## src/rtl/uart_ctrl.sv

```systemverilog
// uart_ctrl: bus register window with TX/RX byte FIFOs in front of the uart core.
// Optional macro UART_CTRL_IRQ_EN adds the IRQ_EN register at 0xC and an irq output.
module uart_ctrl #(
  parameter int FIFO_DEPTH = 8,
  localparam int CNT_W = $clog2(FIFO_DEPTH) + 1
) (
  input  logic        clk,
  input  logic        rstn,
  input  logic        bus_valid,
  input  logic        bus_we,
  input  logic [3:0]  bus_addr,
  input  logic [31:0] bus_wdata,
  output logic [31:0] bus_rdata,
  output logic        bus_ready,
  output logic        tx_valid,
  output logic [7:0]  tx_data,
  input  logic        tx_ready,
  input  logic        rx_valid,
  input  logic [7:0]  rx_data,
`ifdef UART_CTRL_IRQ_EN
  output logic        irq,
`endif
  output logic        rx_ready
);

  localparam int PTR_W = $clog2(FIFO_DEPTH);
  localparam logic [CNT_W-1:0] FULL_CNT = CNT_W'(FIFO_DEPTH);

  logic [7:0]       tx_mem [FIFO_DEPTH];
  logic [PTR_W-1:0] tx_wr;
  logic [PTR_W-1:0] tx_rd;
  logic [CNT_W-1:0] tx_cnt;

  logic [7:0]       rx_mem [FIFO_DEPTH];
  logic [PTR_W-1:0] rx_wr;
  logic [PTR_W-1:0] rx_rd;
  logic [CNT_W-1:0] rx_cnt;

  logic tx_drop;
  logic rx_overrun;

  logic sel_data;
  logic sel_stat;
  logic sel_irq;
  logic wr_data;
  logic rd_data;
  logic wr_stat;

  logic tx_full;
  logic tx_empty;
  logic tx_push;
  logic tx_pop;
  logic tx_drop_set;

  logic rx_full;
  logic rx_nonempty;
  logic rx_push;
  logic rx_pop;
  logic rx_ovr_set;

  logic [31:0] status;
  logic [31:0] rd_mux;
  logic        unused_bits;

  assign sel_data = bus_addr[3:2] == 2'd0;
  assign sel_stat = bus_addr[3:2] == 2'd1;
  assign sel_irq  = bus_addr[3:2] == 2'd3;

  assign wr_data = bus_valid &  bus_we & sel_data;
  assign rd_data = bus_valid & ~bus_we & sel_data;
  assign wr_stat = bus_valid &  bus_we & sel_stat;

  assign unused_bits = ^{bus_addr[1:0], bus_wdata[31:8]};

  // TX: a pop in the same cycle frees the slot a full-FIFO write needs
  assign tx_full     = tx_cnt == FULL_CNT;
  assign tx_empty    = tx_cnt == '0;
  assign tx_valid    = ~tx_empty;
  assign tx_data     = tx_mem[tx_rd];
  assign tx_pop      = tx_valid & tx_ready;
  assign tx_push     = wr_data & (~tx_full | tx_pop);
  assign tx_drop_set = wr_data & tx_full & ~tx_pop;

  assign rx_ready    = 1'b1;
  assign rx_full     = rx_cnt == FULL_CNT;
  assign rx_nonempty = rx_cnt != '0;
  assign rx_pop      = rd_data & rx_nonempty;
  assign rx_push     = rx_valid & (~rx_full | rx_pop);
  assign rx_ovr_set  = rx_valid & rx_full & ~rx_pop;

  always_ff @(posedge clk) begin
    if (tx_push) begin
      tx_mem[tx_wr] <= bus_wdata[7:0];
    end
    if (rx_push) begin
      rx_mem[rx_wr] <= rx_data;
    end
  end

  always_ff @(posedge clk or negedge rstn) begin
    if (!rstn) begin
      tx_wr  <= '0;
      tx_rd  <= '0;
      tx_cnt <= '0;
    end else begin
      if (tx_push) begin
        tx_wr <= tx_wr + 1'b1;
      end
      if (tx_pop) begin
        tx_rd <= tx_rd + 1'b1;
      end
      tx_cnt <= tx_cnt + CNT_W'(tx_push) - CNT_W'(tx_pop);
    end
  end

  always_ff @(posedge clk or negedge rstn) begin
    if (!rstn) begin
      rx_wr  <= '0;
      rx_rd  <= '0;
      rx_cnt <= '0;
    end else begin
      if (rx_push) begin
        rx_wr <= rx_wr + 1'b1;
      end
      if (rx_pop) begin
        rx_rd <= rx_rd + 1'b1;
      end
      rx_cnt <= rx_cnt + CNT_W'(rx_push) - CNT_W'(rx_pop);
    end
  end

  // sticky flags: a set in the same cycle beats the clear
  always_ff @(posedge clk or negedge rstn) begin
    if (!rstn) begin
      tx_drop    <= 1'b0;
      rx_overrun <= 1'b0;
    end else begin
      tx_drop    <= tx_drop_set |
                    (tx_drop & ~(wr_stat & bus_wdata[4]));
      rx_overrun <= rx_ovr_set |
                    (rx_overrun & ~(wr_stat & bus_wdata[3]));
    end
  end

  assign status = {16'h0, 8'(rx_cnt), 3'b0,
                   tx_drop, rx_overrun, rx_nonempty,
                   tx_empty, tx_full};

`ifdef UART_CTRL_IRQ_EN
  logic [2:0] irq_en;

  always_ff @(posedge clk or negedge rstn) begin
    if (!rstn) begin
      irq_en <= '0;
      irq    <= 1'b0;
    end else begin
      if (bus_valid & bus_we & sel_irq) begin
        irq_en <= bus_wdata[2:0];
      end
      irq <= (irq_en[0] & rx_nonempty) |
             (irq_en[1] & tx_empty) |
             (irq_en[2] & (rx_overrun | tx_drop));
    end
  end
`endif

  always_comb begin
    rd_mux = '0;
    unique case (1'b1)
      sel_data: rd_mux = rx_nonempty ? {24'h0, rx_mem[rx_rd]} : '0;
      sel_stat: rd_mux = status;
`ifdef UART_CTRL_IRQ_EN
      sel_irq:  rd_mux = {29'h0, irq_en};
`else
      sel_irq:  rd_mux = '0;
`endif
      default:  rd_mux = '0;
    endcase
  end

  always_ff @(posedge clk or negedge rstn) begin
    if (!rstn) begin
      bus_ready <= 1'b0;
      bus_rdata <= '0;
    end else begin
      bus_ready <= bus_valid;
      bus_rdata <= (bus_valid & ~bus_we) ? rd_mux : '0;
    end
  end

endmodule

```

## config.mk

```make
export PLATFORM = sky130hd
export DESIGN_NAME = uart_ctrl
export DESIGN_NICKNAME = d
export VERILOG_FILES = /design/src/rtl/uart_ctrl.sv
export SDC_FILE = /design/constraint.sdc
export NUM_CORES = 1
export LEC_CHECK = 0
export CAP_MARGIN = 15
export CORE_AREA = 3 3 115 117
export CTS_BUF_LIST = sky130_fd_sc_hd__clkbuf_2 sky130_fd_sc_hd__clkbuf_4 sky130_fd_sc_hd__clkbuf_8
export DETAILED_ROUTE_END_ITERATION = 12
export DIE_AREA = 0 0 118 120
export PLACE_DENSITY = 0.83
export SLEW_MARGIN = 40
export SYNTH_ARGS = -nofsm -noshare
export SYNTH_HDL_FRONTEND = slang
export SYNTH_SLANG_ARGS = --single-unit
```

## constraint.sdc

```tcl
create_clock -name clk -period 5.4 [get_ports clk]
set_input_delay 0.81 -clock clk [delete_from_list [all_inputs] [get_ports clk]]
set_output_delay 0.81 -clock clk [all_outputs]
set_load 0.02 [all_outputs]
```

==> metrics.md, run 1 <==
| Metric | Value |
|---|---|
| Final hold vios | `0` |
| Status | `completed` |
| Hold Crit Class | `in2async` |
| Hpwl dp | `approximately 7500 um` |
| CP Launch Type | `flip-flop` |
| Cell count after synthesis | `368` |
| Largest net degree at the start of global routing | `36` |
| Minimum clock period | `3.42 ns` |
| Initial antenna violation count | `0` |
| Max Cap Viol | `0` |
| Achievable Freq | `293 MHz` |
| Fin worst setup slack | `between 1.5 and 2 ns` |
| Cell Rows | `41` |
| Dominant cells by area after synthesis | `edfxtp_1 (58%), dfrtp_1 (13%), mux4_2 (11%)` |
| Seq/Total Area, Yosys | `70.6%` |
| Clock transition at path regs | `about 0.08 ns` |
| Worst-margin pin slew | `0.809 ns` |
| Yosys warns | `0` |
| Initial Util | `53.6%` |
| Hold-fix buffers, CTS | `0` |
| Die area | `between 10,000 and 15,000 sq um` |
| GP Congestion | `0.781` |
| Worst Skew | `0.0102 ns` |
| Post-CTS Setup Bufs | `0` |
| Period utilization | `a little over three fifths` |
| Setup_tns | `0 ns` |
| Reg2reg setup slack | `2.91 ns` |
| Post-synthesis cell type count | `38` |
| Asr flop ratio synth | `21.5%` |
| Post-synth top area share | `57.5%` |
| Final core utilization | `61.7%` |
| Drt first pass iters | `4` |
| Fin nets | `494` |
| Dominant synthesized flop cell | `edfxtp_1` |
| Crit Path Category | `reg2out` |
| Worst r2r src | `rx_cnt[2]` |
| Power Dens Cells | `477 nW/um^2` |
| Port buffer count | `45` |
| Average wire per standard cell | `approximately 19 um` |
| Ports | `93` |
| P&R area growth vs syn | `15.0%` |
| Resized Gates After CTS | `0` |
| Clk root buf | `clkbuf_8` |
| Synth Area per Inst | `18.2 sq um` |
| Vias | `approximately 3,300` |
| Layout cell share with drive strength beyond 1 | `between 20% and 30%` |
| Slew headroom | `between 40 and 50%` |
| Drt drc | `0` |
| Clock tree buffer depth | `2` |
| FF-to-FF path depth | `10` |
| Clock Sinks | `163` |
| EDFF count, synth | `128` |
| DR iter-0 viols | `201` |
| Via-per-instance ratio | `5.35` |
| CP Max Fanout | `18` |
| Global router's overall resource usage | `between 10% and 20%` |
| Die width | `approximately 120 um` |
| Synthesized cell area | `~6700 sq um` |
| CTS Buf Count | `17` |
| Critical Path AT | `approximately 2.6 ns` |
| Max-slew violation count | `0` |
| Vert. Die Dim | `120 um` |
| # setup viols final | `0` |
| Commonest non-fill, non-tap cell in the layout | `edfxtp_1` |
| P_leak | `2.75 nW` |
| Core area | `roughly 12,000 sq um` |
| N_diodes | `0` |
| Cell accounting for the most synthesized area | `edfxtp_1` |
| RR Endpoint | `rx_cnt[1]` |
| Commonest non-fill, non-tap cells in the layout | `edfxtp_1 (128), clkdlybuf4s50_1 (44), mux4_2 (32), dfrtp_1 (32), conb_1 (21)` |
| Slowest-stage cell, CP | `dfrtp_2` |
| DP Worst Slack | `1.93 ns` |
| Critical path's largest stage delay | `0.76 ns` |
| Worst-path cell chain | `mux4_2 > mux2_2 > clkdlybuf4s50_1` |
| Antenna Nets Post-Route | `0` |
| Grt total ovfl | `0` |
| RSZ-0062 raised after global routing | `false` |
| Total routed wirelength | `11,400 um` |
| CP endpoint kind | `output port` |
| TritonCTS clock tree | `done` |
| Seq cells post-synth | `163` |
| Crit path max-delay family | `multiplexers` |
| Clk_lat worst skew | `approximately 0.44 ns` |
| CP Buf/Inv Count | `1` |
| Global-route wire length before repair | `~18,000 um` |
| Worst IR Drop VDD | `0.000257 V` |
| H-tree depth | `4` |
| Worst EP required | `4.59 ns` |
| Vias in the first global route | `3,425` |
==> per-layer routing <==
layer | vias to the layer above | share of wire (%) | GRT usage (%)
li1 | 1472 | - | -
met1 | 1700 | 41 | 21.3
met2 | 81 | 54 | 29.5
met3 | 16 | 3.9 | 4.10
met4 | 0 | 1.5 | 7.40
met5 | - | 0 | 0
==> Yosys cell counts (3+ instances only) <==
cell and number:
xnor2_1 7, mux4_2 32, nand2b_1 6, inv_1 17
a41oi_1 3, mux2i_1 8, dfrtp_1 35, nor3_1 6
nand2_1 14, mux2_2 10, nand3_1 5, edfxtp_1 128
xor2_1 4, buf_4 23, ha_1 16, o21ai_0 4
buf_2 4, nor2_1 19
==> flip-flops by register name, summed over array words and instances (netlist names) <==
signal      cells
tx_mem         64
tx_wr           3
bus_rdata      12
bus_ready       1
tx_rd           3
rx_mem         64
tx_drop         1
rx_rd           3
rx_cnt          4
rx_overrun      1
tx_cnt          4
rx_wr           3
==> worst max path at each step <==
stage | from | endpoint | slack, ns | cells after the start
finish | tx_rd[0] | tx_data[3] | 1.98 | 3
global route | tx_rd[0] | tx_data[3] | 1.81 | 3
CTS | tx_rd[0] | tx_data[3] | 1.91 | 3
detailed placement | bus_valid | rx_cnt[1] | 1.93 | 10
global placement | bus_valid | rx_cnt[1] | 1.98 | 10
floorplan | bus_addr[3] | rx_mem[0][0] | 2.53 | 4
==> cell type report <==
| cell class | count | area (sq um) |
|---|---|---|
| clock buffers | 20 | 256 |
| clock inverters | 12 | 155 |
| fillers | 878 | 4780 |
| inverters | 17 | 63.8 |
| multi-input cells | 175 | 1770 |
| flip-flops and latches | 163 | 4720 |
| well taps | 172 | 215 |
| repair buffers | 52 | 500 |
==> report_power, final <==
part | internal [mW] | switching [mW]
sequential | 1.53 | 0.245
clock | 0.474 | 0.430
combinational | 0.561 | 0.429
==> cells by family after synthesis <==
group	count (synthesis)	share of synthesized area, %
simple gates	58	4.14
fa+ha+maj	18	3.59
buf+inv	49	4.23
compound gates	16	1.98
other cells	2	0.112
mux	51	13.9
xor+xnor	11	1.44
flops	163	70.6
==> stage by stage <==
stage	power, mW	hold slack [ns]	instance area [sq um]	cells
4_1_cts	3.70	0.452	7670	611
5_1_grt	3.87	0.319	7690	611
3_3_place_gp	2.74	0.487	7250	579
3_5_place_dp	2.80	0.497	7260	579
6_report	3.67	0.304	7690	611
2_1_floorplan	2.49	0.451	6760	387
Power figures use the tool's default switching activity.
==> inputs of run 2 (changes only) <==
CORE_AREA = 3 3 119 121   (was 3 3 115 117)
DIE_AREA = 0 0 122 124   (was 0 0 118 120)
PLACE_DENSITY = 0.81   (was 0.83)
clock period = 2.8 ns   (was 5.4 ns; I/O delays follow)
==> metrics.md, run 2 (synthesis results as in run 1) <==
| Metric | Value |
|---|---|
| Largest net degree at the start of global routing | `36 (unchanged)` |
| TritonCTS clock tree | `done` |
| Worst-path cell chain | `buf_12 > mux4_2 > mux2_2 > dlygate4sd2_1` |
| Vias | `3,330 (+1.9%)` |
| DR iter-0 viols | `191 (-5.0%)` |
| Worst r2r src | `tx_cnt[2]` |
| Comb pwr share | `30.1% (+3.1 points)` |
| Achievable Freq | `383 MHz` |
| Final hold vios | `0 (unchanged)` |
| Placed cells | `612 (+5.7%)` |
| RR Endpoint | `tx_mem[5][7]` |
| Max Cap Viol | `0 (unchanged)` |
| CP endpoint kind | `output port` |
| P&R area growth vs syn | `17.7%` |
| Critical path's largest stage delay | `0.50 ns (-0.26 ns)` |
| Psw | `2.10 mW (+91%)` |
| Port buffer count | `45 (unchanged)` |
| Clk root buf | `clkbuf_8` |
| Initial antenna violation count | `0 (unchanged)` |
| # setup viols final | `0 (unchanged)` |
| Area of the multi-input gates | `1750 sq um (-1.1%)` |
| Area after DPL | `7480 sq um (+3.1%)` |
| Antenna Nets Post-Route | `0 (unchanged)` |
| Commonest non-fill, non-tap cells in the layout | `edfxtp_1 (128), clkdlybuf4s50_1 (36), buf_4 (36)` |
| Share of power burned in registers | `46.5% (-1.9 points)` |
| Clock power share | `23.3% (-1.4 points)` |
| Power Dens Cells | `892 nW/um^2 (+87%)` |
| Core area | `13,200 sq um (+5.8%)` |
| Initial Util | `50.7% (-2.9 points)` |
| Cell Rows | `42 (+2.4%)` |
| Worst Skew | `0.0118 ns (+0.00163 ns)` |
| Period utilization | `93.3%` |
| Total routed wirelength | `11,900 um (+5.0%)` |
| Clock transition at path regs | `0.08 ns (about the same)` |
| Average wire per standard cell | `18.5 um (-0.38%)` |
| Drt drc | `0 (unchanged)` |
| Minimum clock period | `between 2 and 3 ns` |
| Drt first pass iters | `4 (unchanged)` |
| H-tree depth | `4 (unchanged)` |
| Reg2reg setup slack | `0.45 ns (-2.46 ns)` |
| Crit Path Category | `reg2out` |
| CTS Buf Count | `17 (unchanged)` |
| Die width | `122 um (+3.4%)` |
| Pint | `4.91 mW (+92%)` |
| Max-slew violation count | `0 (unchanged)` |
| Status | `completed` |
| Final non-filler cell total | `644 (+5.4%)` |
| Clk_lat worst skew | `0.43 ns (about the same)` |
| Slew headroom | `58.6% (+13 points)` |
| Commonest non-fill, non-tap cell in the layout | `edfxtp_1` |
| Hpwl dp | `8210 um (+9.8%)` |
| Slowest-stage cell, CP | `mux4_2` |
| Vias in the first global route | `3,519 (+2.7%)` |
| Critical Path AT | `2.19 ns (-0.42 ns)` |
| Layout cell share with drive strength beyond 1 | `24.1% (+1.1 points)` |
| FF-to-FF path depth | `8 (-2)` |
| Clock Sinks | `163 (unchanged)` |
| Global router's overall resource usage | `17.1% (-0.21 points)` |
| Worst-margin pin slew | `0.621 ns (-0.188 ns)` |
| Via-per-instance ratio | `5.17 (-3.4%)` |
| Final hold slack | `0.463 ns (+0.159 ns)` |
| CP Buf/Inv Count | `2 (+1)` |
| Crit path max-delay family | `multiplexers` |
| CP Launch Type | `flip-flop` |
| Grt total ovfl | `0 (unchanged)` |
| Register area | `4720 sq um (about the same)` |
| Switching fraction of total power | `30.0% (-0.13 points)` |
| Ports | `93 (unchanged)` |
| CP Max Fanout | `16 (-2)` |
| Vert. Die Dim | `124 um (+3.3%)` |
| Hold Crit Class | `in2async` |
| Biggest regs | `rx_mem (64), tx_mem (64), bus_rdata (12)` |
| Worst EP required | `2.38 ns (-2.21 ns)` |
| GP Congestion | `0.784 (+0.38%)` |
| Fill count | `953 (+8.5%)` |
| RSZ-0062 raised after global routing | `false` |
| Global-route wire length before repair | `18,800 um (+3.2%)` |
| Die area | `15,100 sq um (+6.8%)` |
| Clock tree buffer depth | `2 (unchanged)` |
| P_leak | `2.91 nW (+5.6%)` |
| Final core utilization | `59.6% (-2.0 points)` |
| Worst IR Drop VDD | `0.000480 V (+87%)` |
| N_diodes | `0 (unchanged)` |
| Fin nets | `524 (+6.1%)` |
| Final instance area | `7870 sq um (+2.3%)` |
==> run 2: cell types whose count changed in the layout (fill, tap and decap cells not counted), sizes merged <==
cell,delta
dlygate4sd2,+8
clkbuf,-3
clkinv,+4
buf,+29
inv,-1
dlygate4sd3,+1
clkdlybuf4s50,-8
clkinvlp,-1
==> run 2: area by class of cell <==
class / instances / area share [%]
repair buffers: 82 / 9.29
clock inverters: 14 / 1.83
multi-input cells: 175 / 22.3
flip-flops and latches: 163 / 60.0
inverters: 17 / 0.811
well taps: 176 / 2.80
clock buffers: 17 / 2.97
==> run 2: stage by stage <==
step                      power, mW  worst slack (ns)  TNS [ns]
after floorplan                4.80             0.317         0
after global placement         5.39           -0.0419   -0.0963
after detailed placement       5.53           -0.0937    -0.260
after CTS                      7.10             0.125         0
after global routing           7.41            0.0737         0
final                          7.02             0.188         0
==> run 2: per-layer routing <==
layer	part of all wire, %	routed length, um	up-vias	global-route usage, %
met5	0	0	-	0
met4	0.64	76	0	4.83
met3	4.0	472	6	4.45
met2	56	6640	77	30.7
met1	40	4740	1719	20.4
li1	-	-	1528	-
==> run 2: timing repair <==
action | in CTS | in global routing
endpoints found under the setup margin | 8 | 0
setup buffers | 0 | 0
endpoints found under the hold margin | 0 | 35
gates resized for setup | 9 | 0
hold buffers | 0 | 1
==> run 2: worst max path at each step <==
stage / startpoint / endpoint / slack (ns) / cells after the start
finish: tx_rd[0] / tx_data[3] / 0.19 / 4
global route: tx_rd[0] / tx_data[3] / 0.07 / 4
CTS: tx_rd[0] / tx_data[3] / 0.12 / 4
detailed placement: bus_valid / rx_cnt[1] / -0.09 / 10
global placement: bus_valid / rx_cnt[1] / -0.04 / 10
floorplan: bus_addr[3] / rx_mem[0][0] / 0.32 / 4
==> run 2: power groups by stage <==
stage	Sequential, mW	Combinational [mW]	Clock (mW)
global route	3.31	2.32	1.78
detailed placement	3.32	2.21	0
floorplan	3.14	1.66	0
global placement	3.29	2.11	0
finish	3.26	2.11	1.64
CTS	3.27	2.15	1.68
==> inputs of run 3 (changes only) <==
CORE_AREA = 3 3 120 122   (was 3 3 119 121)
DIE_AREA = 0 0 123 125   (was 0 0 122 124)
PLACE_DENSITY = 0.8   (was 0.81)
==> metrics.md, run 3 (synthesis results as in run 1) <==
| Metric | Value |
|---|---|
| Max Cap Viol | `0 (unchanged)` |
| Worst EP required | `2.38 ns (about the same)` |
| N_diodes | `0 (unchanged)` |
| CP Launch Type | `flip-flop` |
| Drt first pass iters | `4 (unchanged)` |
| Final hold vios | `0 (unchanged)` |
| Achievable Freq | `389 MHz (+1.5%)` |
| Final instance area | `7860 sq um (about the same)` |
| Global router's overall resource usage | `16.5% (-0.51 points)` |
| Grt total ovfl | `0 (unchanged)` |
| Worst-path cell chain | `buf_4 > mux4_2 > mux2_2 > dlygate4sd2_1` |
| Vias | `3,324 (-0.18%)` |
| Max-slew violation count | `0 (unchanged)` |
| Power Dens Cells | `882 nW/um^2 (-1.1%)` |
| Period utilization | `91.9% (-1.4 points)` |
| Clock Sinks | `163 (unchanged)` |
| Slew headroom | `60.1% (+1.5 points)` |
| Core area | `13,300 sq um (+0.80%)` |
| Hpwl dp | `8270 um (+0.73%)` |
| Crit path max-delay family | `multiplexers` |
| Total routed wirelength | `11,700 um (-1.9%)` |
| Die area | `15,400 sq um (+1.6%)` |
| H-tree depth | `4 (unchanged)` |
| Critical path's largest stage delay | `0.52 ns (+0.02 ns)` |
| CTS Buf Count | `17 (unchanged)` |
| DR iter-0 viols | `216 (+13%)` |
| DP Worst Slack | `-0.0627 ns (+0.0310 ns)` |
| Clock tree buffer depth | `2 (unchanged)` |
| P_leak | `2.92 nW (+0.35%)` |
| Status | `completed` |
| Worst Skew | `0.0102 ns (-0.00165 ns)` |
| Critical Path Source | `tx_rd[0]` |
| Fin worst setup slack | `0.226 ns (+0.0381 ns)` |
| CP Buf/Inv Count | `2 (unchanged)` |
| Vert. Die Dim | `125 um (+0.81%)` |
| Clk root buf | `clkbuf_8` |
| Clk_lat worst skew | `0.44 ns (about the same)` |
| Commonest non-fill, non-tap cell in the layout | `edfxtp_1` |
| RSZ-0062 raised after global routing | `false` |
| Worst IR Drop VDD | `0.000574 V (+19%)` |
| Tot Pwr | `6.93 mW (-1.2%)` |
| Critical Path AT | `2.15 ns (-0.04 ns)` |
| Cell Rows | `42 (unchanged)` |
| P&R area growth vs syn | `17.6% (about the same)` |
| Worst r2r src | `tx_cnt[2]` |
| Commonest non-fill, non-tap cells in the layout | `edfxtp_1 (128), buf_4 (39), clkdlybuf4s50_1 (36)` |
| Area after DPL | `7490 sq um (+0.13%)` |
| Placed cells | `615 (+0.49%)` |
| TritonCTS clock tree | `done` |
| Slowest-stage cell, CP | `mux4_2` |
| RR Endpoint | `tx_mem[1][0]` |
| Minimum clock period | `2.57 ns (-0.0381 ns)` |
| Worst-margin pin slew | `0.598 ns (-0.0226 ns)` |
| Ports | `93 (unchanged)` |
| Vias in the first global route | `3,568 (+1.4%)` |
| CP endpoint kind | `output port` |
| FF-to-FF path depth | `8 (unchanged)` |
| Port buffer count | `45 (unchanged)` |
| Layout cell share with drive strength beyond 1 | `25.5% (+1.3 points)` |
| Fin nets | `527 (+0.57%)` |
| Hold Crit Class | `in2async` |
| Largest net degree at the start of global routing | `36 (unchanged)` |
| Clock transition at path regs | `0.08 ns (about the same)` |
| GP Congestion | `0.804 (+2.7%)` |
| Drt drc | `0 (unchanged)` |
| Initial Util | `50.3% (-0.40 points)` |
| Crit Path Category | `reg2out` |
| Die width | `123 um (+0.82%)` |
| Global-route wire length before repair | `18,800 um (-0.11%)` |
| Final non-filler cell total | `647 (+0.47%)` |
| Biggest regs | `rx_mem (64), tx_mem (64), bus_rdata (12)` |
| Post-CTS Setup Bufs | `0 (unchanged)` |
| CP Max Fanout | `8 (-8)` |
| Average wire per standard cell | `18.1 um (-2.3%)` |
| # setup viols final | `0 (unchanged)` |
| Via-per-instance ratio | `5.14 (-0.64%)` |
| Reg2reg setup slack | `0.40 ns (-0.05 ns)` |
| Initial antenna violation count | `0 (unchanged)` |
| Antenna Nets Post-Route | `0 (unchanged)` |
-- run 3: worst max path at each step --
stage	endpoint	slack [ns]	cells past startpoint
floorplan	rx_mem[0][0]	0.32	4
global placement	rx_cnt[2]	-0.03	10
detailed placement	rx_cnt[1]	-0.06	10
CTS	tx_data[5]	0.16	4
global route	tx_data[5]	0.11	4
finish	tx_data[7]	0.23	4
-- run 3: where the power goes --
| group | switching (mW) | internal (mW) | leakage [nW] |
|---|---|---|---|
| Clock | 0.783 | 0.778 | 0.188 |
| Sequential | 0.297 | 2.95 | 1.59 |
| Combinational | 1.02 | 1.11 | 1.14 |
| Total | 2.10 | 4.84 | 2.92 |
-- run 3: timing repair --
item,CTS,global route
setup endpoints to repair,8,0
gates resized for setup,9,0
endpoints found under the hold margin,0,35
hold buffers,0,1
-- run 3: worst reg2reg max path, delay by kind of cell, from the launching register on --
family	cells	cell delay (ns)
AO/OA/AOI/OAI	1	0.40
adder cells (fa/ha/maj)	1	0.21
buffers and inverters	3	0.46
flip-flops	1	0.34
AND/OR/NAND/NOR	3	0.71
-- run 3: per-stage QoR --
step / utilization, % / hold WS (ns) / setup TNS (ns)
2_1_floorplan: - / 0.124 / 0
3_3_place_gp: 56.4 / 0.479 / -0.0610
3_5_place_dp: 56.4 / 0.473 / -0.125
4_1_cts: 59.0 / 0.0455 / 0
5_1_grt: 59.1 / 0.490 / 0
6_report: 59.1 / 0.472 / 0
-- run 3: per-layer routing --
metal  wire length, um  vias to the layer above  track usage [%]
met5                 0                        -                0
met3               532                       20             4.79
met1              4610                     1697             19.3
met4               202                        0             6.71
li1                  -                     1534                -
met2              6360                       73             28.5
-- run 3: cell type report --
class / instances / area, sq um
Fill cell: 1005 / 5430
Sequential cell: 163 / 4720
Multi-Input combinational cell: 175 / 1750
Timing Repair Buffer: 85 / 744
Clock buffer: 18 / 241
Tap cell: 176 / 220
Clock inverter: 13 / 119
Inverter: 17 / 63.8
